**src/rtl/jtdd_gfx_rom.sv**
```systemverilog
// Graphics ROM responder: char/scroll/object fetch ports share one 16-bit SDRAM read port.
// Each client caches one word and re-fetches only when its address leaves that word.
module jtdd_gfx_rom #(
    parameter logic [21:0] CHAR_OFFSET = 22'h00000,
    parameter logic [21:0] SCR_OFFSET  = 22'h08000,
    parameter logic [21:0] OBJ_OFFSET  = 22'h28000
) (
    input  logic        clk,
    input  logic        rst,
    input  logic        downloading,
    input  logic [14:0] char_addr,
    output logic [7:0]  char_data,
    output logic        char_ok,
    input  logic [16:0] scr_addr,
    output logic [15:0] scr_data,
    output logic        scr_ok,
    input  logic [17:0] obj_addr,
    output logic [15:0] obj_data,
    output logic        obj_ok,
    output logic [21:0] sdram_addr,
    output logic        sdram_req,
    input  logic        sdram_ack,
    input  logic        data_rdy,
    input  logic [15:0] sdram_dout
);

    typedef enum logic [1:0] {
        ST_IDLE      = 2'd0,
        ST_WAIT_ACK  = 2'd1,
        ST_WAIT_DATA = 2'd2
    } state_t;

    localparam logic [1:0] ID_CHAR = 2'd0;
    localparam logic [1:0] ID_SCR  = 2'd1;
    localparam logic [1:0] ID_OBJ  = 2'd2;

    state_t      r_state;
    logic [1:0]  r_id;
    logic [17:0] r_cap;
    logic        r_dl_q;

    logic [15:0] r_char_word;
    logic [13:0] r_char_served;
    logic        r_char_valid;
    logic [15:0] r_scr_word;
    logic [16:0] r_scr_served;
    logic        r_scr_valid;
    logic [15:0] r_obj_word;
    logic [17:0] r_obj_served;
    logic        r_obj_valid;

    logic        w_char_hit;
    logic        w_scr_hit;
    logic        w_obj_hit;
    logic        w_any_pend;
    logic        w_wr_en;
    logic        w_dl_rise;
    logic [1:0]  w_sel_id;
    logic [17:0] w_sel_cap;
    logic [21:0] w_sel_addr;

    // Hits are combinational so ok drops in the very cycle the address moves
    assign w_char_hit = r_char_valid && (r_char_served == char_addr[14:1]) && !downloading;
    assign w_scr_hit  = r_scr_valid  && (r_scr_served  == scr_addr)        && !downloading;
    assign w_obj_hit  = r_obj_valid  && (r_obj_served  == obj_addr)        && !downloading;
    assign w_any_pend = !(w_char_hit && w_scr_hit && w_obj_hit);
    assign w_dl_rise  = downloading && !r_dl_q;

    // Coincident ack and data in WAIT_ACK is taken as ack followed by data
    assign w_wr_en = data_rdy && ((r_state == ST_WAIT_DATA) ||
                                  ((r_state == ST_WAIT_ACK) && sdram_ack));

    assign char_data = char_addr[0] ? r_char_word[15:8] : r_char_word[7:0];
    assign char_ok   = w_char_hit;
    assign scr_data  = r_scr_word;
    assign scr_ok    = w_scr_hit;
    assign obj_data  = r_obj_word;
    assign obj_ok    = w_obj_hit;

    // Fixed-priority winner selection and SDRAM address (carry out of bit 21 discarded)
    always_comb begin
        w_sel_id   = ID_CHAR;
        w_sel_cap  = 18'd0;
        w_sel_addr = 22'd0;
        if (!w_char_hit) begin
            w_sel_id   = ID_CHAR;
            w_sel_cap  = {4'd0, char_addr[14:1]};
            w_sel_addr = CHAR_OFFSET + {8'd0, char_addr[14:1]};
        end else if (!w_scr_hit) begin
            w_sel_id   = ID_SCR;
            w_sel_cap  = {1'b0, scr_addr};
            w_sel_addr = SCR_OFFSET + {5'd0, scr_addr};
        end else if (!w_obj_hit) begin
            w_sel_id   = ID_OBJ;
            w_sel_cap  = obj_addr;
            w_sel_addr = OBJ_OFFSET + {4'd0, obj_addr};
        end else begin
            w_sel_id   = ID_CHAR;
            w_sel_cap  = 18'd0;
            w_sel_addr = 22'd0;
        end
    end

    // Request sequencer; sdram_addr is only loaded from IDLE so it is stable while requesting
    always_ff @(posedge clk or posedge rst) begin
        if (rst) begin
            r_state    <= ST_IDLE;
            r_id       <= ID_CHAR;
            r_cap      <= 18'd0;
            sdram_addr <= 22'd0;
            sdram_req  <= 1'b0;
        end else begin
            case (r_state)
                ST_IDLE: begin
                    if (w_any_pend && !downloading) begin
                        r_id       <= w_sel_id;
                        r_cap      <= w_sel_cap;
                        sdram_addr <= w_sel_addr;
                        sdram_req  <= 1'b1;
                        r_state    <= ST_WAIT_ACK;
                    end
                end
                ST_WAIT_ACK: begin
                    if (sdram_ack) begin
                        sdram_req <= 1'b0;
                        r_state   <= data_rdy ? ST_IDLE : ST_WAIT_DATA;
                    end
                end
                ST_WAIT_DATA: begin
                    if (data_rdy) begin
                        r_state <= ST_IDLE;
                    end
                end
                default: begin
                    sdram_req <= 1'b0;
                    r_state   <= ST_IDLE;
                end
            endcase
        end
    end

    // Slot storage; data is stored against the address captured at request time
    always_ff @(posedge clk or posedge rst) begin
        if (rst) begin
            r_dl_q        <= 1'b0;
            r_char_word   <= 16'd0;
            r_char_served <= 14'd0;
            r_char_valid  <= 1'b0;
            r_scr_word    <= 16'd0;
            r_scr_served  <= 17'd0;
            r_scr_valid   <= 1'b0;
            r_obj_word    <= 16'd0;
            r_obj_served  <= 18'd0;
            r_obj_valid   <= 1'b0;
        end else begin
            r_dl_q <= downloading;
            if (w_wr_en) begin
                case (r_id)
                    ID_CHAR: begin
                        r_char_word   <= sdram_dout;
                        r_char_served <= r_cap[13:0];
                        r_char_valid  <= 1'b1;
                    end
                    ID_SCR: begin
                        r_scr_word    <= sdram_dout;
                        r_scr_served  <= r_cap[16:0];
                        r_scr_valid   <= 1'b1;
                    end
                    ID_OBJ: begin
                        r_obj_word    <= sdram_dout;
                        r_obj_served  <= r_cap;
                        r_obj_valid   <= 1'b1;
                    end
                    default: begin
                        r_char_valid  <= r_char_valid;
                    end
                endcase
            end
            // A fresh ROM load invalidates everything, overriding a same-cycle write
            if (w_dl_rise) begin
                r_char_valid <= 1'b0;
                r_scr_valid  <= 1'b0;
                r_obj_valid  <= 1'b0;
            end
        end
    end

endmodule
```
**config.mk**
```make
export PLATFORM = sky130hd
export DESIGN_NAME = jtdd_gfx_rom
export DESIGN_NICKNAME = d
export VERILOG_FILES = /design/src/rtl/jtdd_gfx_rom.sv
export SDC_FILE = /design/constraint.sdc
export NUM_CORES = 1
export LEC_CHECK = 0
export ABC_AREA = 0
export BUFFER_PORTS_ARGS = -buffer_cell sky130_fd_sc_hd__buf_2
export CORE_ASPECT_RATIO = 1.4
export CORE_MARGIN = 1.5
export CORE_UTILIZATION = 45
export DETAILED_ROUTE_END_ITERATION = 16
export GPL_ROUTABILITY_DRIVEN = 0
export GPL_TIMING_DRIVEN = 0
export PLACE_DENSITY = 0.71
export SYNTH_ARGS = -nofsm -noshare
export SYNTH_HDL_FRONTEND = slang
export SYNTH_SLANG_ARGS = --single-unit
```
**constraint.sdc**
```tcl
create_clock -name clk -period 4.3 [get_ports clk]
set_clock_uncertainty 0.1 [all_clocks]
set_input_delay 0.86 -clock clk [delete_from_list [all_inputs] [get_ports clk]]
set_output_delay 0.86 -clock clk [all_outputs]
set_load 0.03 [all_outputs]
```
==> reports/metrics.yaml, run 1 <==
critPathKind: "in -> out"
synth_area_leader_cell: "dfrtp_1"
die_w_um: 101
setup_violations: 0
ff2ff_path_depth: 7
fin_crit_sh_pct: 93.3
cts-root-buf: "clkbuf_16"
netlist-cell-type-count: 46
postCtsSetupBuffers: 0
vias: 4439
first_global_vias: 4783
clockBufferDepth: 2
crit_arrival_ps: 3050
synthCells: 473
grtUsageMet1_pct: 26.8
worst_pin_slew_ps: 765
htree_levels: 4
wl_um: 16000
p_leak_uw: 0.00385
ys_warn_count: 0
grt_max_degree: 41
crit_path_max_fanout: 10
status: "finished, final reports clean"
place_area_mm2: 0.00705
viasPerCell: 5.39
row_count: 50
min_period_ps: 4010
cts_tree: "built"
max-vdd-ir-drop_v: 0.000354
grt_pass1_wl_um: 25000
startpoint_type: "primary input"
ys.flop_type: "dfrtp_1"
finalSetupTns_ps: 0
gr-total-overflow: 0
layout-drive-gt1-share_pct: 49.5
cap_violations: 0
final_cell_mix: "buf_2 (132), dfrtp_1 (128), mux2_2 (108)"
drt-wirelength-per-cell_um: 19.4
endpoint_kind: "output port"
dieHeight_um: 141
yosysTopAreaCellShare_pct: 52.6
met2_usage_pct: 40.1
p_switching_uw: 1240
multi_input_area_mm2: 0.00262
ys_seq_elements: 128
pwr-share-clk_pct: 37.0
relSlewSlack_pct: 49.0
drtPass1Iterations: 5
p_int_uw: 2900
initial_utilization_pct: 45.7
cp_data_required_time_ps: 3340
syn_avg_cell_area_um2: 12.9
port_buffers: 132
synthArstFlopShare_pct: 100
ctsHoldBuffers: 0
power_density_mw_per_mm2: 539
clk_pin_slew_ps: 60
cts_buffers: 17
postLayoutCellArea_mm2: 0.00768
insertion_delay_ps: 420
fin_nets: 702
combinationalPowerShare_pct: 24.4
sw_frac_of_total_pct: 29.9
nFillCells: 1111
coreArea_mm2: 0.0133
synthTopCellsByArea: "dfrtp_1 (53%), mux2_2 (20%), xor2_1 (4.5%), xnor2_1 (2.7%), buf_4 (2.6%)"
drc_errors: 0
post_cts_resize_count: 0
clock.fmax_mhz: 249
dp_hpwl_um: 11900
grt-busiest-layer: "met2"
ioPinCount: 137
clock-sinks: 128
yosysSeqAreaShare_pct: 52.6
hp-class: "in -> async"
antenna_found_initial: 0
slew_viol_final: 0
hold_viol: 0
synth_edf_count: 0
rsz0062_at_grt: "no"
final_common_cell: "buf_2"
final-seq-area_mm2: 0.00320
die_area_mm2: 0.0143
track_usage_pct: 23.6
drt_iter0_markers: 332
use_met3_pct: 7.39
pwr-share-seq_pct: 38.6
antennaDiodeCount: 0
syn_area_mm2: 0.00609
ant_nets: 0
area_growth_pct: 26.1
==> final cells by class <==
type | instances | area share (%)
tap | 182 | 2.96
multi-input combinational | 296 | 34.1
clock buffer | 21 | 6.12
sequential | 128 | 41.7
buffer | 39 | 3.03
timing repair buffer | 135 | 9.38
clock inverter | 10 | 2.07
inverter | 12 | 0.635
==> path summary, 6_finish.rpt <==
kind                                         startpoint                       to  slack [ps]
max reg2reg                r_char_served[4]$_DFFE_PP0P_     r_cap[7]$_DFFE_PP0P_        1160
min in group clk                  sdram_req$_DFFE_PP0P_    sdram_req$_DFFE_PP0P_         390
max                                         scr_addr[6]                   scr_ok         290
min reg2reg                       sdram_req$_DFFE_PP0P_    sdram_req$_DFFE_PP0P_         390
min                                                 rst  obj_data[8]$_DFFE_PP0P_         320
max in group asynchronous                           rst     r_cap[5]$_DFFE_PP0P_        2730
==> critical path: stages <==
cell and delay [ps]:
buf_2 120, xor2_1 170, or3_2 410, or2_2 330
or2_2 290, clkbuf_1 320, inv_1 300, buf_2 250
==> flip-flops by register name, summed over array words and instances, names as in the netlist, 4 cells and up <==
| name | flops |
|---|---|
| r_cap | 18 |
| r_obj_served | 18 |
| r_scr_served | 17 |
| obj_data | 16 |
| r_char_word | 16 |
| scr_data | 16 |
| r_char_served | 14 |
| sdram_addr | 4 |
==> logic make-up (layout without fill, tap and decap cells) <==
logic type	after synthesis	count (layout)	share of synthesized area (%)
xor+xnor	50	50	7.19
mux	111	111	20.7
fa+ha+maj	2	2	0.411
compound gates	65	65	8.19
buf+inv	51	217	4.56
simple gates	65	65	6.32
other cells	1	3	0.0615
flops	128	128	52.6
==> routing by layer <==
layer,part of all wire (%),routed length (µm),vias to the layer above
met4,3.3,524,0
met3,7.0,1110,38
met5,0,0,-
met1,38,6100,2209
li1,-,-,2003
met2,52,8240,189
==> cell usage after synthesis, types with 2 or more instances <==
cell type    n
a31oi_1      6
or3_2        2
xnor2_1     19
xor2_1      31
clkbuf_1    17
buf_4       21
a21o_1       2
nand2_1      6
nor4_1       5
o21ai_0     16
a221oi_1     8
mux2_2     108
nor3_1       4
or4_2        2
a22o_1       2
nor2_1      19
and3_1       2
o221a_2      6
o31ai_1      8
a2111o_1     6
a21oi_1      3
dfrtp_1    128
or2_2        2
inv_1       11
nor2b_1      3
nand3_1      4
o31a_1       5
ha_1         2
nand4_1      4
or4_1        3
mux2_4       3
==> power by group through the flow <==
stage / logic [µW] / clock network (µW) / registers, µW
finish: 1010 / 1530 / 1600
global route: 1080 / 1600 / 1640
CTS: 1020 / 1550 / 1600
detailed placement: 1010 / 0 / 1620
global placement: 984 / 0 / 1600
floorplan: 719 / 0 / 1590
==> through the flow <==
stage	hold WS [ps]	total power (µW)	util, %	cells	worst slack (ps)
2_1_floorplan	367	2310	-	475	871
3_3_place_gp	367	2590	52.5	789	351
3_5_place_dp	374	2630	52.9	792	340
4_1_cts	331	4160	57.7	823	331
5_1_grt	351	4320	57.7	823	261
6_report	324	4140	57.7	823	289
Note: power is estimated with default switching activity, not from simulation.
==> inputs of run 2 (changes only) <==
- REMOVE_ABC_BUFFERS: default -> 1
==> run 2 against run 1 <==
Effect of this change:
- sequential share of layout area increased by 0.71 points
- clock power barely moved
- power shrank 1.7%
- design area down 1.7%
- non-clock buffer count fell by 33
- flip-flop and latch count is the same
- routed wire length is 5.0% lower
- register-to-register slack worse by 170 ps
- die area unchanged
- sequential power hardly changed
- critical path type unchanged
- critical endpoint unchanged
==> reports/metrics.yaml, run 2 (synthesis results as in run 1) <==
setup_violations: 0  # unchanged
drt_iter0_markers: 235  # was 332
insertion_delay_ps: 410  # was 420 ps
p_switching_uw: 1260  # was 1240 µW
clock-sinks: 128  # unchanged
finalPower_uw: 4070  # was 4140 µW
p_int_uw: 2810  # was 2900 µW
finalSetupTns_ps: 0  # unchanged
gr-total-overflow: 0  # unchanged
track_usage_pct: 22.7  # was 23.6%
reg_top3: "r_cap (18), r_obj_served (18), r_scr_served (17)"  # unchanged
layout-drive-gt1-share_pct: 50.2  # was 49.5%
nFillCells: 1099  # was 1111
fin_crit_sh_pct: 94.7  # was 93.3%
ioPinCount: 137  # unchanged
viasPerCell: 5.56  # was 5.39
status: "finished, final reports clean"  # unchanged
p_leak_uw: 0.00378  # was 0.00385 µW
hold_viol: 0  # unchanged
drtPass1Iterations: 5  # unchanged
cts_tree: "built"  # unchanged
final_common_cell: "buf_2"  # unchanged
relSlewSlack_pct: 35.5  # was 49.0%
dp_hpwl_um: 11100  # was 11900 µm
row_count: 50  # unchanged
critPathKind: "in -> out"  # unchanged
worst_pin_slew_ps: 966  # was 765 ps
wl_um: 15200  # was 16000 µm
dieHeight_um: 141  # unchanged
final_cell_mix: "buf_2 (133), dfrtp_1 (128), mux2_2 (108)"  # was buf_2 (132), dfrtp_1 (128), mux2_2 (108)
drc_errors: 0  # unchanged
first_global_vias: 4710  # was 4783
hp-class: "reg -> reg"  # was in -> async
fin_nets: 669  # was 702
combinationalPowerShare_pct: 23.0  # was 24.4%
cts-root-buf: "clkbuf_16"  # unchanged
cp_data_required_time_ps: 3340  # about the same
die_area_mm2: 0.0143  # unchanged
clockBufferDepth: 2  # unchanged
initial_utilization_pct: 45.7  # unchanged
area_growth_pct: 24.0  # was 26.1%
grt_max_degree: 74  # was 41
pwr-share-seq_pct: 39.3  # was 38.6%
grt_pass1_wl_um: 24600  # was 25000 µm
ant_nets: 0  # unchanged
cap_violations: 0  # unchanged
power_density_mw_per_mm2: 539  # about the same
endpoint_kind: "output port"  # unchanged
pwr-share-clk_pct: 37.8  # was 37.0%
cts_buffers: 17  # unchanged
slew_viol_final: 0  # unchanged
startpoint_type: "primary input"  # unchanged
crit_path_max_fanout: 15  # was 10
sw_frac_of_total_pct: 31.0  # was 29.9%
port_buffers: 133  # was 132
coreArea_mm2: 0.0133  # unchanged
clock.fmax_mhz: 245  # was 249 MHz
die_w_um: 101  # unchanged
antennaDiodeCount: 0  # unchanged
min_period_ps: 4070  # was 4010 ps
clk_pin_slew_ps: 60  # about the same
htree_levels: 4  # unchanged
crit_arrival_ps: 3110  # was 3050 ps
max-vdd-ir-drop_v: 0.000369  # was 0.000354 V
drt-wirelength-per-cell_um: 19.2  # was 19.4 µm
antenna_found_initial: 1  # was 0
utilization_pct: 56.7  # was 57.7%
rsz0062_at_grt: "no"  # unchanged
vias: 4398  # was 4439
[run 2: cell count changes in the layout (fill, tap and decap cells not counted), moves of 3 or more]
cell | previous run | this run
clkbuf_1 | 18 | 1
buf_8 | 0 | 3
clkinv_2 | 3 | 0
inv_6 | 0 | 6
buf_4 | 21 | 0
clkbuf_8 | 3 | 0
[run 2: through the flow]
| stage | std cells | instance area (µm²) | worst slack (ps) | hold WS [ps] |
|---|---|---|---|---|
| 2_1_floorplan | 436 | 5870 | -98.0 | 367 |
| 3_3_place_gp | 751 | 6760 | -1400 | 367 |
| 3_5_place_dp | 759 | 6910 | 101 | 375 |
| 4_1_cts | 791 | 7550 | 71.4 | 389 |
| 5_1_grt | 791 | 7550 | 178 | 412 |
| 6_report | 791 | 7550 | 226 | 381 |
[run 2: layout make-up]
type | count | area [µm²] | area share [%]
multi-input combinational | 296 | 2650 | 35.0
sequential | 128 | 3200 | 42.4
clock buffer | 18 | 429 | 5.68
timing repair buffer | 141 | 792 | 10.5
clock inverter | 14 | 205 | 2.72
inverter | 12 | 50.0 | 0.663
tap | 182 | 228 | 3.01
[run 2: worst paths after layout]
check	startpoint	to	slack, ps	cells past startpoint
setup / recovery	scr_addr[4]	scr_ok	230	7
hold / removal	sdram_req$_DFFE_PP0P_	sdram_req$_DFFE_PP0P_	380	2
setup reg to reg	r_scr_served[4]$_DFFE_PP0P_	sdram_addr[17]$_DFFE_PP0P_	990	6
hold reg to reg	sdram_req$_DFFE_PP0P_	sdram_req$_DFFE_PP0P_	380	2
max in group asynchronous	rst	r_scr_served[3]$_DFFE_PP0P_	2980	3
min in group asynchronous	rst	obj_data[3]$_DFFE_PP0P_	390	2
[run 2: timing repair]
item                                    CTS  global route
endpoints found under the setup margin    0             1
resized for setup                         0             1
hold buffers                              0             0
setup buffers                             0             0
[run 2: power by group through the flow]
stage | Clock (µW) | Combinational [µW] | Sequential [µW]
global placement | 0 | 905 | 1600
CTS | 1560 | 941 | 1600
global route | 1620 | 1000 | 1640
finish | 1540 | 934 | 1600
detailed placement | 0 | 935 | 1620
floorplan | 0 | 517 | 1710
[run 2: metal layers]
metal / GRT usage [%] / share of wire, % / up-vias
li1: - / - / 1948
met5: 0 / 0 / -
met4: 8.92 / 2.5 / 0
met2: 39.0 / 52 / 185
met1: 26.6 / 39 / 2238
met3: 6.20 / 6.6 / 27
[run 2: worst max-delay path: stages]
cell and delay (ps):
buf_2 120, xor2_1 170, nor4_1 500, nand3_2 420, or2_2 540, inv_1 240
buf_2 250
